==> src/rtl/keypad_scanner.sv <==
`default_nettype none
// ===== keypad_scanner : NROWS x NCOLS matrix keypad scanner with debounced press/release events =====
// ===== Revision 1.0 =================================================================================
module keypad_scanner #(
  parameter int NROWS           = 4,
  parameter int NCOLS           = 4,
  parameter int SETTLE_CYCLES   = 4,
  parameter int DEBOUNCE_CYCLES = 8
) (
  input  logic                           clk,
  input  logic                           nreset,
  input  logic [NROWS-1:0]               rows,
  output logic [NCOLS-1:0]               cols,
  output logic [$clog2(NROWS*NCOLS)-1:0] key_code,
  output logic                           key_valid,
  output logic                           key_held,
  output logic                           key_released,
  output logic                           multi_key
);

  localparam int KW     = $clog2(NROWS*NCOLS);
  localparam int c_CLW  = $clog2(NCOLS);
  localparam int c_MAXC = (SETTLE_CYCLES > DEBOUNCE_CYCLES) ? SETTLE_CYCLES : DEBOUNCE_CYCLES;
  localparam int c_CW   = $clog2(c_MAXC + 1);

  localparam logic [c_CW-1:0]  c_SETTLE_LAST = c_CW'(SETTLE_CYCLES - 1);
  localparam logic [c_CW-1:0]  c_DEB_LAST    = c_CW'(DEBOUNCE_CYCLES - 1);
  localparam logic [c_CW-1:0]  c_CNT_ONE     = c_CW'(1);
  localparam logic [c_CLW-1:0] c_COL_LAST    = c_CLW'(NCOLS - 1);
  localparam logic [c_CLW-1:0] c_COL_ONE     = c_CLW'(1);
  localparam logic [NCOLS-1:0] c_COL_BIT0    = NCOLS'(1);

  typedef enum logic [1:0] {SCAN, DEB_P, HELD, DEB_R} state_t;

  state_t           state_q;
  logic [NROWS-1:0] rs_meta_q, rs_q, pat_q;
  logic [c_CW-1:0]  cnt_q;
  logic [c_CLW-1:0] col_q;
  logic [NCOLS-1:0] cols_q;
  logic [KW-1:0]    code_q;
  logic             valid_q, held_q, released_q, multi_q;

  logic             rs_idle, rs_single, accept, release_done;
  logic [c_CLW-1:0] col_nxt;
  logic [KW-1:0]    rs_code;
  int               row_sel;

  assign rs_idle   = &rs_q;
  assign rs_single = ($countones(~rs_q) == 1);
  assign col_nxt   = (col_q == c_COL_LAST) ? '0 : col_q + c_COL_ONE;

  always_comb begin
    row_sel = 0;
    for (int r = 0; r < NROWS; r++) begin
      if (!rs_q[r]) row_sel = r;
    end
  end

  assign rs_code = KW'(row_sel * NCOLS + int'(col_q));

  // A single-sample debounce accepts straight from the scan sample / first idle sample.
  assign accept = (DEBOUNCE_CYCLES == 1)
      ? (state_q == SCAN  && cnt_q == c_SETTLE_LAST && !rs_idle)
      : (state_q == DEB_P && rs_q == pat_q && cnt_q == c_DEB_LAST);

  assign release_done = (DEBOUNCE_CYCLES == 1)
      ? (state_q == HELD  && rs_idle)
      : (state_q == DEB_R && rs_idle && cnt_q == c_DEB_LAST);

  always_ff @(posedge clk) begin
    if (!nreset) begin
      state_q    <= SCAN;
      rs_meta_q  <= '1;
      rs_q       <= '1;
      pat_q      <= '1;
      cnt_q      <= '0;
      col_q      <= '0;
      cols_q     <= ~c_COL_BIT0;
      code_q     <= '0;
      valid_q    <= 1'b0;
      held_q     <= 1'b0;
      released_q <= 1'b0;
      multi_q    <= 1'b0;
    end else begin
      rs_meta_q  <= rows;
      rs_q       <= rs_meta_q;
      valid_q    <= 1'b0;
      released_q <= 1'b0;
      if (accept) begin
        state_q <= HELD;
        if (rs_single) begin
          code_q  <= rs_code;
          valid_q <= 1'b1;
          held_q  <= 1'b1;
        end else begin
          multi_q <= 1'b1;
        end
      end else if (release_done) begin
        state_q    <= SCAN;
        cnt_q      <= '0;
        col_q      <= col_nxt;
        cols_q     <= ~(c_COL_BIT0 << col_nxt);
        released_q <= ~multi_q;
        held_q     <= 1'b0;
        multi_q    <= 1'b0;
      end else begin
        case (state_q)
          SCAN: begin
            if (cnt_q != c_SETTLE_LAST) begin
              cnt_q <= cnt_q + c_CNT_ONE;
            end else if (rs_idle) begin
              cnt_q  <= '0;
              col_q  <= col_nxt;
              cols_q <= ~(c_COL_BIT0 << col_nxt);
            end else begin
              pat_q   <= rs_q;
              cnt_q   <= c_CNT_ONE;
              state_q <= DEB_P;
            end
          end
          DEB_P: begin
            if (rs_q != pat_q) begin
              state_q <= SCAN;
              cnt_q   <= '0;
            end else begin
              cnt_q <= cnt_q + c_CNT_ONE;
            end
          end
          HELD: begin
            if (rs_idle) begin
              state_q <= DEB_R;
              cnt_q   <= c_CNT_ONE;
            end
          end
          DEB_R: begin
            if (!rs_idle) state_q <= HELD;
            else          cnt_q   <= cnt_q + c_CNT_ONE;
          end
          default: state_q <= SCAN;
        endcase
      end
    end
  end

  assign cols         = cols_q;
  assign key_code     = code_q;
  assign key_valid    = valid_q;
  assign key_held     = held_q;
  assign key_released = released_q;
  assign multi_key    = multi_q;

endmodule
`default_nettype wire

==> config.mk <==
export PLATFORM = sky130hd
export DESIGN_NAME = keypad_scanner
export DESIGN_NICKNAME = d
export VERILOG_FILES = /design/src/rtl/keypad_scanner.sv
export SDC_FILE = /design/constraint.sdc
export NUM_CORES = 1
export LEC_CHECK = 0
export ABC_CLOCK_PERIOD_IN_PS = 3070
export BUFFER_PORTS_ARGS = -buffer_cell sky130_fd_sc_hd__buf_4
export CAP_MARGIN = 0
export CORE_MARGIN = 2
export CORE_UTILIZATION = 56
export DETAILED_ROUTE_END_ITERATION = 7
export PLACE_DENSITY = 0.81
export SYNTH_ARGS = -nofsm -noshare
export SYNTH_HDL_FRONTEND = slang
export SYNTH_SLANG_ARGS = --single-unit
==> constraint.sdc <==
create_clock -name clk -period 3.07 [get_ports clk]
set_input_delay 0.307 -clock clk [delete_from_list [all_inputs] [get_ports clk]]
set_output_delay 0.307 -clock clk [all_outputs]
set_load 0.05 [all_outputs]
# Yosys cells after proc, flatten, opt, wreduce, memory -nomap -nowiden
# Cells that the tools add are included.
[word_totals] ff_bits=32 in_bits=6 out_inout_bits=12 wordCells=105
[op_classes] addsub=6 n_eq_ne=24 n_shift=1 muxes=33 bitwise_logic=8 reduce_logical=20
[op_table] op="$mux W4" n=9
[op_table] op="$mux W2" n=14
[op_table] op="$ne A4 B4 Y1 const B" n=4
[op_table] op="$pmux W4 S4" n=1
[op_table] op="$reduce_and A5 Y1" n=3
[op_table] op="$ne A2 B2 Y1 const B" n=7
[op_table] op="$mux W1" n=8
[op_table] op="$not A4 Y4" n=2
[op_table] op="$pmux W2 S4" n=1
[op_table] op="$reduce_and A2 Y1" n=4
[op_table] op="$reduce_and A4 Y1" n=2
[op_table] op="$eq A2 B2 Y1 const B" n=3
[op_table] op="$ne A3 B3 Y1 const B" n=2
[op_table] op="$not A1 Y1" n=6
[op_table] op="$reduce_bool A2 Y1" n=3
[op_table] op="$reduce_or A3 Y1" n=2
[op_table] op="$add A1 B1 Y2" n=2
[op_table] op="$add A4 B1 Y4 const B" n=1
[op_table] op="$add A4 B3 Y4" n=1
[op_table] op="$eq A4 B3 Y1 const B" n=1
[op_table] op="$eq A4 B4 Y1" n=1
[op_table] op="$logic_and A1 B1 Y1" n=4
[op_table] op="$ne A4 B2 Y1 const B" n=1
[op_table] op="$ne A4 B3 Y1 const B" n=1
[op_table] op="other kinds (9)" n=9

# Depth between registers and ports, before layout
[logic_depth] ltp_word=8 depth_mapped=8 mapped_depth_nobuf=8

# Worst setup path before layout
# No wires, ideal clock.
[synth_path] path_type="reg-to-reg" start="reg rs_q[0]" end="reg code_q[0] (netlist: key_code[0])" setup_ps=128 t_arrival_ps=2099 required_ps=2942 slack_ps=843 path_stages_with_launch=9 path_buffers=0 period_less_slack_ps=2227 path_cell_list="dfxtp_1 fa_1 inv_1 ha_1 ha_1 nor3b_1 nand4_1 mux2i_1 nor2_1"
[synth_via] elab_chain_len=5 elab_cells_between_ends=8 classes_between="add/sub (2); eq/ne (2); bitwise (1); reduce/logical (3)"
[synth_lines] item="start: declaration" line="36" text="logic [NROWS-1:0] rs_meta_q, rs_q, pat_q;"
[synth_lines] item="start signal: assignment" line="86" text="rs_q <= rs_meta_q;"
[synth_lines] item="$not A4 Y4" line="49" text="assign rs_single = ($countones(~rs_q) == 1);"
[synth_lines] item="$add A1 B1 Y2 (implied by the code)" line="49"
[synth_lines] item="$add A2 B2 Y3 (implied by the code)" line="49"
[synth_lines] item="$eq A3 B1 Y1" line="49"
[synth_lines] item="$reduce_and A2 Y1 (no source line) *"
[synth_lines] item="end signal: assignment" line="92" text="code_q <= rs_code;"
[synth_lines] item="end: declaration" line="40" text="logic [KW-1:0] code_q;"
# Every way passes the cells marked *; elsewhere a longest branch is shown, timed or not.
# A chain may end at the register's enable or synchronous reset.

# Final worst setup path
[layout_path] start="reg rs_q[3]" end="reg code_q[0] (netlist: key_code[0])"
# The elaborated chain is that of the path after synthesis.

==> results.yml <==
floorplanning:
  die-height_um: 55.4
  rows: 18
  start_util: 0.592
  io_pins: 18
  die_area_mm2: 0.00307
  core_mm2: 0.00250
  die_w_um: 55.4
cts:
  cts_tree: "built"
  cts-root-buf: "clkbuf_4"
  cts_buffers: 5
  holdBufCountCts: 0
  cts_sinks: 32
  clk_latency_ps: 330
  cts_setup_buffers: 0
  cts_resized: 0
  path_clk_slew_ps: 80
  htreeDepth: 2
  clockBufferDepth: 2
detailed_routing:
  wl_per_cell_um: 13.4
  drc: 0
  via_per_inst: 5.66
  vias: 1177
  dr.pass1.iters: 4
  drtAntennaViolNets: 0
  wl_mm: 2.80
  first_iter_violations: 25
yosys:
  ys_seq_area_frac: 0.433
  avgSynthCellArea_um2: 9.25
  synth_warnings: 0
  synthArstFlopShare: 0
  synthFlopType: "dfxtp_1"
  synthesis.nets: 175
  synth_cells: 160
  ys_types: 39
  syn_area_mm2: 0.00148
  synth_edf_count: 0
  synth-seq-cells: 32
worst_setup_path:
  crit_path_start_kind: "register"
  crit_required_ps: 3270
  crit_type: "register to register"
  arrival_ps: 2650
  crit_path_end_kind: "register"
  crit_fanout: 8
cells_and_area:
  multi_input_area_um2: 782
  layout-drive-gt1-share: 0.163
  finalNonFillerCells: 208
  diodes: 0
  finalInstanceArea_mm2: 0.00167
  final-seq-area_um2: 641
  syn_to_final_growth_pct: 13.0
  nFillCells: 196
  num-nets-final: 192
grt:
  grtUsageTotal: 0.199
  overflow: 0
  antenna_found_initial: 0
  grt_pass1_vias: 1107
  grt_max_degree: 26
  grt_pass1_wl_mm: 4.80
sta:
  post-route-period-util: 0.797
  worst_hold_slack_ps: 163
  clock_skew_ps: 8.08
  period_needed_ps: 2450
  tightest_slew_ps: 863
  setup_tns_ps: 0
  setup_slack_ps: 625
  slew_viol_final: 0
  max_slew_margin: 0.422
  rsz0062_at_grt: "false"
  setup_viol: 0
  max_freq_mhz: 409
  hold_viol_final: 0
place:
  pre_cts_ws_ps: 652
  gp_congestion: 0.814
  placed_area_mm2: 0.00161
  post-place-cells: 200
  io_buffers: 17
  place_hpwl_mm: 2.04
power:
  ir_drop_v: 0.000368
  cellLeakagePower_nw: 0.776
  power_density_mw_per_mm2: 470
min_path:
  hp-class: "primary input to register"
job:
  cap_viol_max_count: 0
outcome:
  status: "finished clean"
==> routing by layer <==
metal | vias to the layer above | global-route usage | routed length (um)
li1 | 590 | - | -
met4 | 0 | 0.0976 | 10
met5 | - | 0 | 0
met2 | 28 | 0.328 | 1430
met1 | 557 | 0.223 | 1240
met3 | 2 | 0.0796 | 117
==> synthesized netlist by cell type, drive strengths merged (2+ instances only) <==
library cell | instances | area, um2
nor3b | 2 | 15.0
ha | 8 | 100
a21o | 2 | 16.3
dfxtp | 32 | 641
nor3 | 5 | 25.0
nor2 | 16 | 60.1
a31o | 2 | 17.5
inv | 7 | 26.3
nand4 | 2 | 12.5
o211ai | 5 | 37.5
xor2 | 5 | 43.8
clkbuf | 3 | 11.3
a31oi | 2 | 18.8
and3 | 3 | 18.8
nor2b | 2 | 20.0
nand2 | 15 | 56.3
buf | 4 | 20.0
mux2i | 7 | 70.1
nand2b | 8 | 50.1
nand3 | 7 | 35.0
o21ai | 4 | 20.0
a21oi | 7 | 38.8
==> cells in the final DEF, fill, tap and decap left out, drive strengths merged <==
cell type / instances
inv: 7
and4: 1
nand2b: 8
ha: 8
fa: 1
dfxtp: 32
nand4: 2
buf: 17
nand3b: 1
nand3: 7
nor2b: 2
mux2i: 7
nor3b: 2
a41o: 1
nor4b: 1
nand2: 15
a31o: 2
o32ai: 1
a21o: 2
xor2: 5
o211ai: 5
or3: 1
a31oi: 2
and3b: 1
nor3: 5
a21oi: 7
nor2: 16
o21ai: 4
clkbuf: 8
a221oi: 1
and3: 3
and2: 1
o211a: 1
a211oi: 1
==> metrics by stage <==
step | power [W] | utilization
6_report | 0.000787 | 0.669
5_1_grt | 0.000833 | 0.669
4_1_cts | 0.000797 | 0.669
3_5_place_dp | 0.000558 | 0.646
3_3_place_gp | 0.000552 | 0.646
2_1_floorplan | 0.000531 | -
==> area by class of cell <==
type                    instances  area share
inverters                       7      0.0157
flip-flops and latches         32       0.383
repair buffers                 17      0.0763
multi-input cells             114       0.467
clock buffers                   8      0.0352
well taps                      30      0.0224
==> logic make-up after synthesis <==
family                   after synthesis  synth area share
multiplexers                           7            0.0473
XOR/XNOR                               5            0.0296
flip-flops                            32             0.433
AO/OA/AOI/OAI                         27             0.131
buffers and inverters                 14            0.0389
AND/OR/NAND/NOR                       66             0.239
adder cells (fa/ha/maj)                9            0.0812
==> power by group <==
part | leakage, nW | switching (W) | internal (W)
logic | 0.483 | 0.0000593 | 0.0000409
clock network | 0.0326 | 0.000125 | 0.000113
registers | 0.261 | 0.0000166 | 0.000432
total | 0.776 | 0.000201 | 0.000585
==> registers in the layout (all words and copies together) (netlist names) <==
name / flops
cnt_q: 4
col_q: 2
cols: 4
key_code: 4
key_held: 1
key_released: 1
key_valid: 1
multi_key: 1
pat_q: 4
rs_meta_q: 4
rs_q: 4
state_q: 2
==> worst max-delay path, cell delays in order (launching register included) <==
cell,delay [ps]
dfxtp_1,400
fa_1,510
inv_1,40
ha_1,170
ha_1,260
nor3b_1,350
nand4_1,310
mux2i_1,230
nor2_1,50
==> final timing paths <==
check             depth (start not counted)      endpoint  slack [ps]          from
setup / recovery                          8   key_code[0]         620       rs_q[3]
hold / removal                            2  rs_meta_q[2]         160       rows[2]
hold reg to reg                           1       rs_q[2]         420  rs_meta_q[2]
setup reg to reg                          8   key_code[0]         620       rs_q[3]
Note: power is estimated with default switching activity, not from simulation.
